## src/rtl/gg_fpga.sv

```systemverilog
// Shared types and price-window helpers for the trigger arm/fire path.
package gg_fpga;

   localparam int unsigned PRICE_W = 64;

   typedef enum logic {FIXED_WINDOW, HIT_WIDTH_SHIFT} trigger_mode_t;

   typedef enum logic [2:0] {DISARMED, ARMED, PENDING, REARM, COOLDOWN} slot_state_t;

   function automatic logic [2*PRICE_W-1:0] pack_window(input logic [PRICE_W-1:0] hi,
                                                        input logic [PRICE_W-1:0] lo);
      return {hi, lo};
   endfunction

   function automatic logic [PRICE_W-1:0] window_lo(input logic [2*PRICE_W-1:0] win);
      return win[PRICE_W-1:0];
   endfunction

   function automatic logic [PRICE_W-1:0] window_hi(input logic [2*PRICE_W-1:0] win);
      return win[2*PRICE_W-1:PRICE_W];
   endfunction

   // Recentre the window on the hit keeping its half-width; clamp at both ends of the range.
   function automatic logic [2*PRICE_W-1:0] shift_window(input logic [2*PRICE_W-1:0] win,
                                                         input logic [PRICE_W-1:0] hit);
      logic [PRICE_W-1:0] hw;
      logic [PRICE_W-1:0] new_lo;
      logic [PRICE_W-1:0] new_hi;
      logic [PRICE_W:0]   sum;
      hw     = (window_hi(win) - window_lo(win)) >> 1;
      new_lo = (hit < hw) ? '0 : hit - hw;
      sum    = {1'b0, hit} + {1'b0, hw};
      new_hi = sum[PRICE_W] ? '1 : sum[PRICE_W-1:0];
      return pack_window(new_hi, new_lo);
   endfunction

endpackage

```

## src/rtl/rr_arbiter.sv

```systemverilog
// Round-robin single-grant arbiter; pointer moves past the slot that was last granted.
module rr_arbiter #(
   parameter int unsigned N = 4,
   localparam int unsigned IW = (N > 1) ? $clog2(N) : 1
) (
   input  logic          clk,
   input  logic          rst,
   input  logic [N-1:0]  req,
   input  logic          en,
   output logic [IW-1:0] grant_idx,
   output logic          grant_valid
);

   logic [IW-1:0] ptr_q, ptr_d;

   always_comb begin
      int unsigned j;
      grant_valid = 1'b0;
      grant_idx   = '0;
      for (int unsigned k = 0; k < N; k++) begin
         j = 32'(ptr_q) + k;
         if (j >= N) j = j - N;
         if (en && !grant_valid && req[IW'(j)]) begin
            grant_valid = 1'b1;
            grant_idx   = IW'(j);
         end
      end
   end

   always_comb begin
      ptr_d = ptr_q;
      if (grant_valid) begin
         ptr_d = (grant_idx == IW'(N - 1)) ? '0 : grant_idx + 1'b1;
      end
   end

   always_ff @(posedge clk or posedge rst) begin
      if (rst) ptr_q <= '0;
      else     ptr_q <= ptr_d;
   end

endmodule

```

## src/rtl/trigger_arm_ctrl.sv

```systemverilog
// Per-instrument arm/fire/re-arm sequencing with window policy and a round-robin fire stream.
module trigger_arm_ctrl
   import gg_fpga::*;
#(
   parameter int unsigned   NUM_INSTRUMENTS = 4,
   parameter int unsigned   COOLDOWN_CYCLES = 16,
   parameter trigger_mode_t TRIGGER_MODE    = FIXED_WINDOW,
   parameter logic [63:0]   DEF_PRICE_LO    = 64'd453600000000000,
   parameter logic [63:0]   DEF_PRICE_HI    = 64'd453650000000000,
   parameter bit            ARM_ON_RESET    = 1'b1,
   localparam int unsigned  IDXW = (NUM_INSTRUMENTS > 1) ? $clog2(NUM_INSTRUMENTS) : 1
) (
   input  logic                         clk,
   input  logic                         rst,
   input  logic                         cfg_we,
   input  logic [IDXW-1:0]              cfg_idx,
   input  logic [63:0]                  cfg_price_lo,
   input  logic [63:0]                  cfg_price_hi,
   input  logic                         cfg_arm,
   input  logic [NUM_INSTRUMENTS-1:0]   fires,
   input  logic [63:0]                  md_price,
   output logic [NUM_INSTRUMENTS-1:0]   rst_trigger,
   output logic [NUM_INSTRUMENTS*128-1:0] price_triggers,
   output logic [NUM_INSTRUMENTS-1:0]   armed,
   output logic                         fire_valid,
   input  logic                         fire_ready,
   output logic [IDXW-1:0]              fire_idx,
   output logic [63:0]                  fire_price
);

   localparam int unsigned CW = (COOLDOWN_CYCLES > 0) ? $clog2(COOLDOWN_CYCLES + 1) : 1;
   localparam int unsigned N  = NUM_INSTRUMENTS;

   slot_state_t    state_q [N];
   slot_state_t    state_d [N];
   logic [CW-1:0]  cnt_q   [N];
   logic [CW-1:0]  cnt_d   [N];
   logic [63:0]    hit_q   [N];
   logic [63:0]    hit_d   [N];
   logic [127:0]   win_q   [N];
   logic [127:0]   win_d   [N];

   logic            fire_valid_q, fire_valid_d;
   logic [IDXW-1:0] fire_idx_q, fire_idx_d;
   logic [63:0]     fire_price_q, fire_price_d;

   logic [N-1:0]    req;
   logic            out_free;
   logic            grant_valid;
   logic [IDXW-1:0] grant_idx;
   logic            cfg_hit;

   assign out_free = !fire_valid_q || fire_ready;
   assign cfg_hit  = cfg_we && (32'(cfg_idx) < N);

   always_comb begin
      req            = '0;
      rst_trigger    = '1;
      armed          = '0;
      price_triggers = '0;
      for (int unsigned i = 0; i < N; i++) begin
         req[i]                   = (state_q[i] == PENDING);
         rst_trigger[i]           = (state_q[i] != REARM);
         armed[i]                 = (state_q[i] == ARMED);
         price_triggers[i*128 +: 128] = win_q[i];
      end
   end

   rr_arbiter #(
      .N (N)
   ) u_arb (
      .clk         (clk),
      .rst         (rst),
      .req         (req),
      .en          (out_free),
      .grant_idx   (grant_idx),
      .grant_valid (grant_valid)
   );

   always_comb begin
      fire_valid_d = fire_valid_q;
      fire_idx_d   = fire_idx_q;
      fire_price_d = fire_price_q;
      if (grant_valid) begin
         fire_valid_d = 1'b1;
         fire_idx_d   = grant_idx;
         fire_price_d = hit_q[grant_idx];
      end else if (fire_ready) begin
         fire_valid_d = 1'b0;
      end
   end

   always_comb begin
      for (int unsigned i = 0; i < N; i++) begin
         state_d[i] = state_q[i];
         cnt_d[i]   = cnt_q[i];
         hit_d[i]   = hit_q[i];
         win_d[i]   = win_q[i];
         unique case (state_q[i])
            ARMED: begin
               if (fires[i]) begin
                  state_d[i] = PENDING;
                  hit_d[i]   = md_price;
               end
            end
            PENDING: begin
               if (grant_valid && grant_idx == IDXW'(i)) begin
                  state_d[i] = REARM;
                  if (TRIGGER_MODE == HIT_WIDTH_SHIFT) win_d[i] = shift_window(win_q[i], hit_q[i]);
               end
            end
            REARM: begin
               if (COOLDOWN_CYCLES == 0) begin
                  state_d[i] = ARMED;
               end else begin
                  state_d[i] = COOLDOWN;
                  cnt_d[i]   = CW'(COOLDOWN_CYCLES);
               end
            end
            COOLDOWN: begin
               if (cnt_q[i] == CW'(1)) state_d[i] = ARMED;
               else                    cnt_d[i]   = cnt_q[i] - 1'b1;
            end
            default: ;
         endcase
         // Config overrides whatever the slot was doing, including a same-cycle grant.
         if (cfg_hit && cfg_idx == IDXW'(i)) begin
            state_d[i] = cfg_arm ? ARMED : DISARMED;
            cnt_d[i]   = '0;
            win_d[i]   = pack_window(cfg_price_hi, cfg_price_lo);
         end
      end
   end

   always_ff @(posedge clk or posedge rst) begin
      if (rst) begin
         fire_valid_q <= 1'b0;
         fire_idx_q   <= '0;
         fire_price_q <= '0;
         for (int unsigned i = 0; i < N; i++) begin
            state_q[i] <= ARM_ON_RESET ? ARMED : DISARMED;
            cnt_q[i]   <= '0;
            hit_q[i]   <= '0;
            win_q[i]   <= pack_window(DEF_PRICE_HI, DEF_PRICE_LO);
         end
      end else begin
         fire_valid_q <= fire_valid_d;
         fire_idx_q   <= fire_idx_d;
         fire_price_q <= fire_price_d;
         for (int unsigned i = 0; i < N; i++) begin
            state_q[i] <= state_d[i];
            cnt_q[i]   <= cnt_d[i];
            hit_q[i]   <= hit_d[i];
            win_q[i]   <= win_d[i];
         end
      end
   end

   assign fire_valid = fire_valid_q;
   assign fire_idx   = fire_idx_q;
   assign fire_price = fire_price_q;

endmodule

```

## config.mk

```make
export PLATFORM = sky130hd
export DESIGN_NAME = trigger_arm_ctrl
export DESIGN_NICKNAME = d
export VERILOG_FILES = /design/src/rtl/gg_fpga.sv /design/src/rtl/rr_arbiter.sv /design/src/rtl/trigger_arm_ctrl.sv
export SDC_FILE = /design/constraint.sdc
export NUM_CORES = 2
export LEC_CHECK = 0
export BUFFER_PORTS_ARGS = -buffer_cell sky130_fd_sc_hd__clkbuf_2
export CORE_AREA = 3 3 303 305
export CTS_CLUSTER_SIZE = 30
export DETAILED_ROUTE_END_ITERATION = 8
export DIE_AREA = 0 0 306 308
export MAX_ROUTING_LAYER = met4
export PLACE_DENSITY_LB_ADDON = 0.3
export SLEW_MARGIN = 20
export SYNTH_ARGS = -nofsm -noshare
export SYNTH_HDL_FRONTEND = slang
export SYNTH_SLANG_ARGS = --single-unit
```

## constraint.sdc

```tcl
create_clock -name clk -period 36.8 [get_ports clk]
set_input_delay 1.84 -clock clk [delete_from_list [all_inputs] [get_ports clk]]
set_output_delay 1.84 -clock clk [all_outputs]
set_load 0.05 [all_outputs]
```

==> flow_metrics.py <==
metrics = {
    "clocking": {
        "cts-hold-fix-buffers": 0,
        "cts_resized": 0,
        "h-tree-depth": 3,
        "clk_latency_ns": 0.67,
        "clock_sinks": 869,
        "cts_buffers": 94,
        "cts-root-buf": "clkbuf_16",
        "clockBufferDepth": 3,
        "cts_tree": "yes",
        "clk_pin_slew_ns": 0.06,
        "post_cts_buffers": 0,
    },
    "critical_path": {
        "crit_arrival_ns": 6.64,
        "critPathLaunch": "rst",
        "crit_fanout": 113,
        "startpoint_type": "input pin",
        "critPathKind": "input pin to asynchronous set/reset pin",
        "worst_r2r_path_depth": 13,
        "end_kind": "asynchronous set/reset pin",
        "r2r_start": "u_arb.ptr_q[1]",
        "required_ns": 37.49,
    },
    "power": {
        "switchingPower_uw": 1680,
        "pwr-share-comb_pct": 38.6,
        "power.density_mw_per_mm2": 92.2,
        "internal_power_uw": 2370,
        "pwr-share-seq_pct": 36.2,
        "p_leak_uw": 0.0214,
        "p_sw_share_pct": 41.4,
        "power.share.clock_pct": 25.2,
        "peakVddDrop_mv": 0.0701,
    },
    "timing": {
        "finalWorstSetupSlack_ns": 30.85,
        "skew_ns": 0.0335,
        "setup_viol": 0,
        "slew_viol_final": 0,
        "final_hold_viol_count": 0,
        "worst_pin_slew_ns": 1.15,
        "tns_ns": 0,
        "fmax_ghz": 0.168,
        "max_slew_margin_pct": 23.2,
        "rsz0062_at_grt": "no",
        "fin_crit_sh_pct": 16.2,
        "fin_hold_ws_ns": 0.454,
        "min_period_ns": 5.95,
    },
    "placed_design": {
        "dpl_cell_area_mm2": 0.0404,
        "dp_hpwl_um": 78700,
        "gp_routability_congestion": 0.880,
        "portBuffers": 789,
        "pre_cts_ws_ns": 29.89,
    },
    "min_path": {
        "min_from": "price_triggers[289]",
        "hold_path_class": "flip-flop to flip-flop",
        "hold-path-cell-count": 2,
    },
    "synth": {
        "netlist_area_mm2": 0.0355,
        "ys_async_sr_fraction_pct": 100,
        "yosys_warnings": 0,
        "synth_cell_types": 64,
        "ys_seq_elements": 869,
        "syn-num-nets": 3403,
        "syn_avg_cell_area_um2": 11.1,
        "seq_area_frac_synth_pct": 61.9,
        "synth_ff_type": "dfrtp_1",
        "synth_edf_count": 0,
        "netlist_instances": 3191,
    },
    "floorplan": {
        "die_width_um": 306,
        "core_region_area_mm2": 0.0896,
        "die_height_um": 308,
        "io_pins": 790,
        "start_util_pct": 39.7,
        "dieArea_mm2": 0.0942,
        "num_rows": 110,
    },
    "routing": {
        "route.detailed.vias_per_inst": 5.19,
        "post_drt_wl_per_cell_um": 22.7,
        "routed_wl_um": 118000,
        "drtPass1Iterations": 6,
        "drcViolationCount": 0,
        "ant_nets": 0,
        "first_iter_violations": 2101,
        "vias": 26900,
    },
    "layout": {
        "final_nets": 4119,
        "final_area_mm2": 0.0439,
        "drive_above_1_share_pct": 40.7,
        "nFillCells": 8214,
        "area_growth_pct": 23.5,
    },
    "global_routing": {
        "grt_overflow": 0,
        "grt_pass1_vias": 26300,
        "grt_pass1_wl_um": 173000,
        "grt_max_degree": 136,
        "antenna_found_initial": 16,
        "grt_util_all_layers_pct": 25.0,
    },
    "job": {
        "drv_cap": 0,
    },
    "outcome": {
        "status": "finished clean",
    },
}
-- placed cells by master, fill, tap and decap left out, types with 14 or more instances in the layout --
| cell type | n |
|---|---|
| nand2_1 | 1181 |
| clkbuf_2 | 789 |
| dfrtp_1 | 685 |
| mux2_2 | 385 |
| dfstp_2 | 184 |
| nor3_1 | 135 |
| clkbuf_16 | 96 |
| nor2b_1 | 66 |
| o32ai_1 | 64 |
| nor2_1 | 42 |
| a221oi_2 | 38 |
| buf_4 | 35 |
| a221oi_1 | 27 |
| clkinv_2 | 25 |
| inv_1 | 20 |
| o21ai_0 | 20 |
| a21oi_1 | 19 |
| diode_2 | 17 |
| clkbuf_8 | 17 |
| clkbuf_1 | 16 |
| bufinv_16 | 14 |
-- metrics by stage --
stage	total power, uW	util, %	std cells
6_report	4040	49.0	5180
5_1_grt	4240	48.9	5176
4_1_cts	4070	48.9	5162
3_5_place_dp	3030	45.1	4986
3_3_place_gp	3000	45.1	4986
2_1_floorplan	2630	-	3191
-- power by group through the flow --
stage	registers (uW)	logic, uW	clock network, uW
CTS	1460	1560	1040
floorplan	1900	732	0
global placement	1470	1530	0
detailed placement	1470	1560	0
finish	1460	1560	1020
global route	1500	1660	1080
-- sequential cells by signal, indices dropped and copies added, names as in the netlist --
| name | count |
|---|---|
| fire_price | 64 |
| state_q | 12 |
| u_arb.ptr_q | 2 |
| fire_idx | 2 |
| price_triggers | 512 |
| fire_valid | 1 |
| cnt_q | 20 |
| hit_q | 256 |
-- per-layer routing --
layer	part of all wire, %	global-route usage (%)	vias up
li1	-	-	12100
met1	42	32.7	13500
met2	45	36.1	985
met3	8.6	6.91	228
met4	5.0	11.6	0
met5	0	-	-
-- final cells by class --
type	instances	area, um^2	area share, %
Antenna cell	17	42.5	0.0970
Timing Repair Buffer	827	4270	9.74
Sequential cell	869	22000	50.1
Clock buffer	129	2700	6.15
Inverter	23	95.1	0.217
Clock inverter	47	669	1.53
Multi-Input combinational cell	2092	12600	28.8
Tap cell	1176	1470	3.35
-- cells in the mapped netlist (8+ instances only) --
cell type  number  area share (%)
nor2b_1        66             1.2
clkbuf_1      150             1.6
o32ai_1        64             1.6
buf_2          32            0.45
o21ai_0        20            0.28
a221oi_2       38             1.6
nand2b_1        8            0.14
inv_1          21            0.22
nand2_1      1181              12
nor2_1         44            0.46
dfrtp_1       685              48
a221oi_1       27            0.67
mux2_2        385              12
buf_1           9           0.095
nor3_1        136             1.9
buf_6          10            0.32
ha_1            9            0.32
dfstp_2       184              14
a21oi_1        19            0.27
-- path summary, 6_finish.rpt --
kind | endpoint | slack (ns)
min in group asynchronous | price_triggers[38] | 1.32
max reg2reg | state_q[0] | 31.88
min reg2reg | price_triggers[289] | 0.45
min | price_triggers[289] | 0.45
max in group clk | state_q[0] | 31.48
max | price_triggers[120] | 30.85
-- logic make-up after synthesis --
group / after synthesis / share of synthesized area (%)
AOI/OAI and AO/OA: 200 / 5.21
xor gates and xnor gates: 8 / 0.197
adders and majority gates: 9 / 0.317
buffers and inverters: 230 / 2.82
DFF: 869 / 61.9
muxes: 389 / 12.4
and+or+nand+nor: 1486 / 17.3
-- critical path, stage by stage --
cell and delay [ns]:
clkbuf_2 0.12, inv_8 0.52, buf_4 0.86, buf_4 0.79, buf_4 0.67, buf_4 0.79
buf_4 0.80
Power figures use the tool's default switching activity.
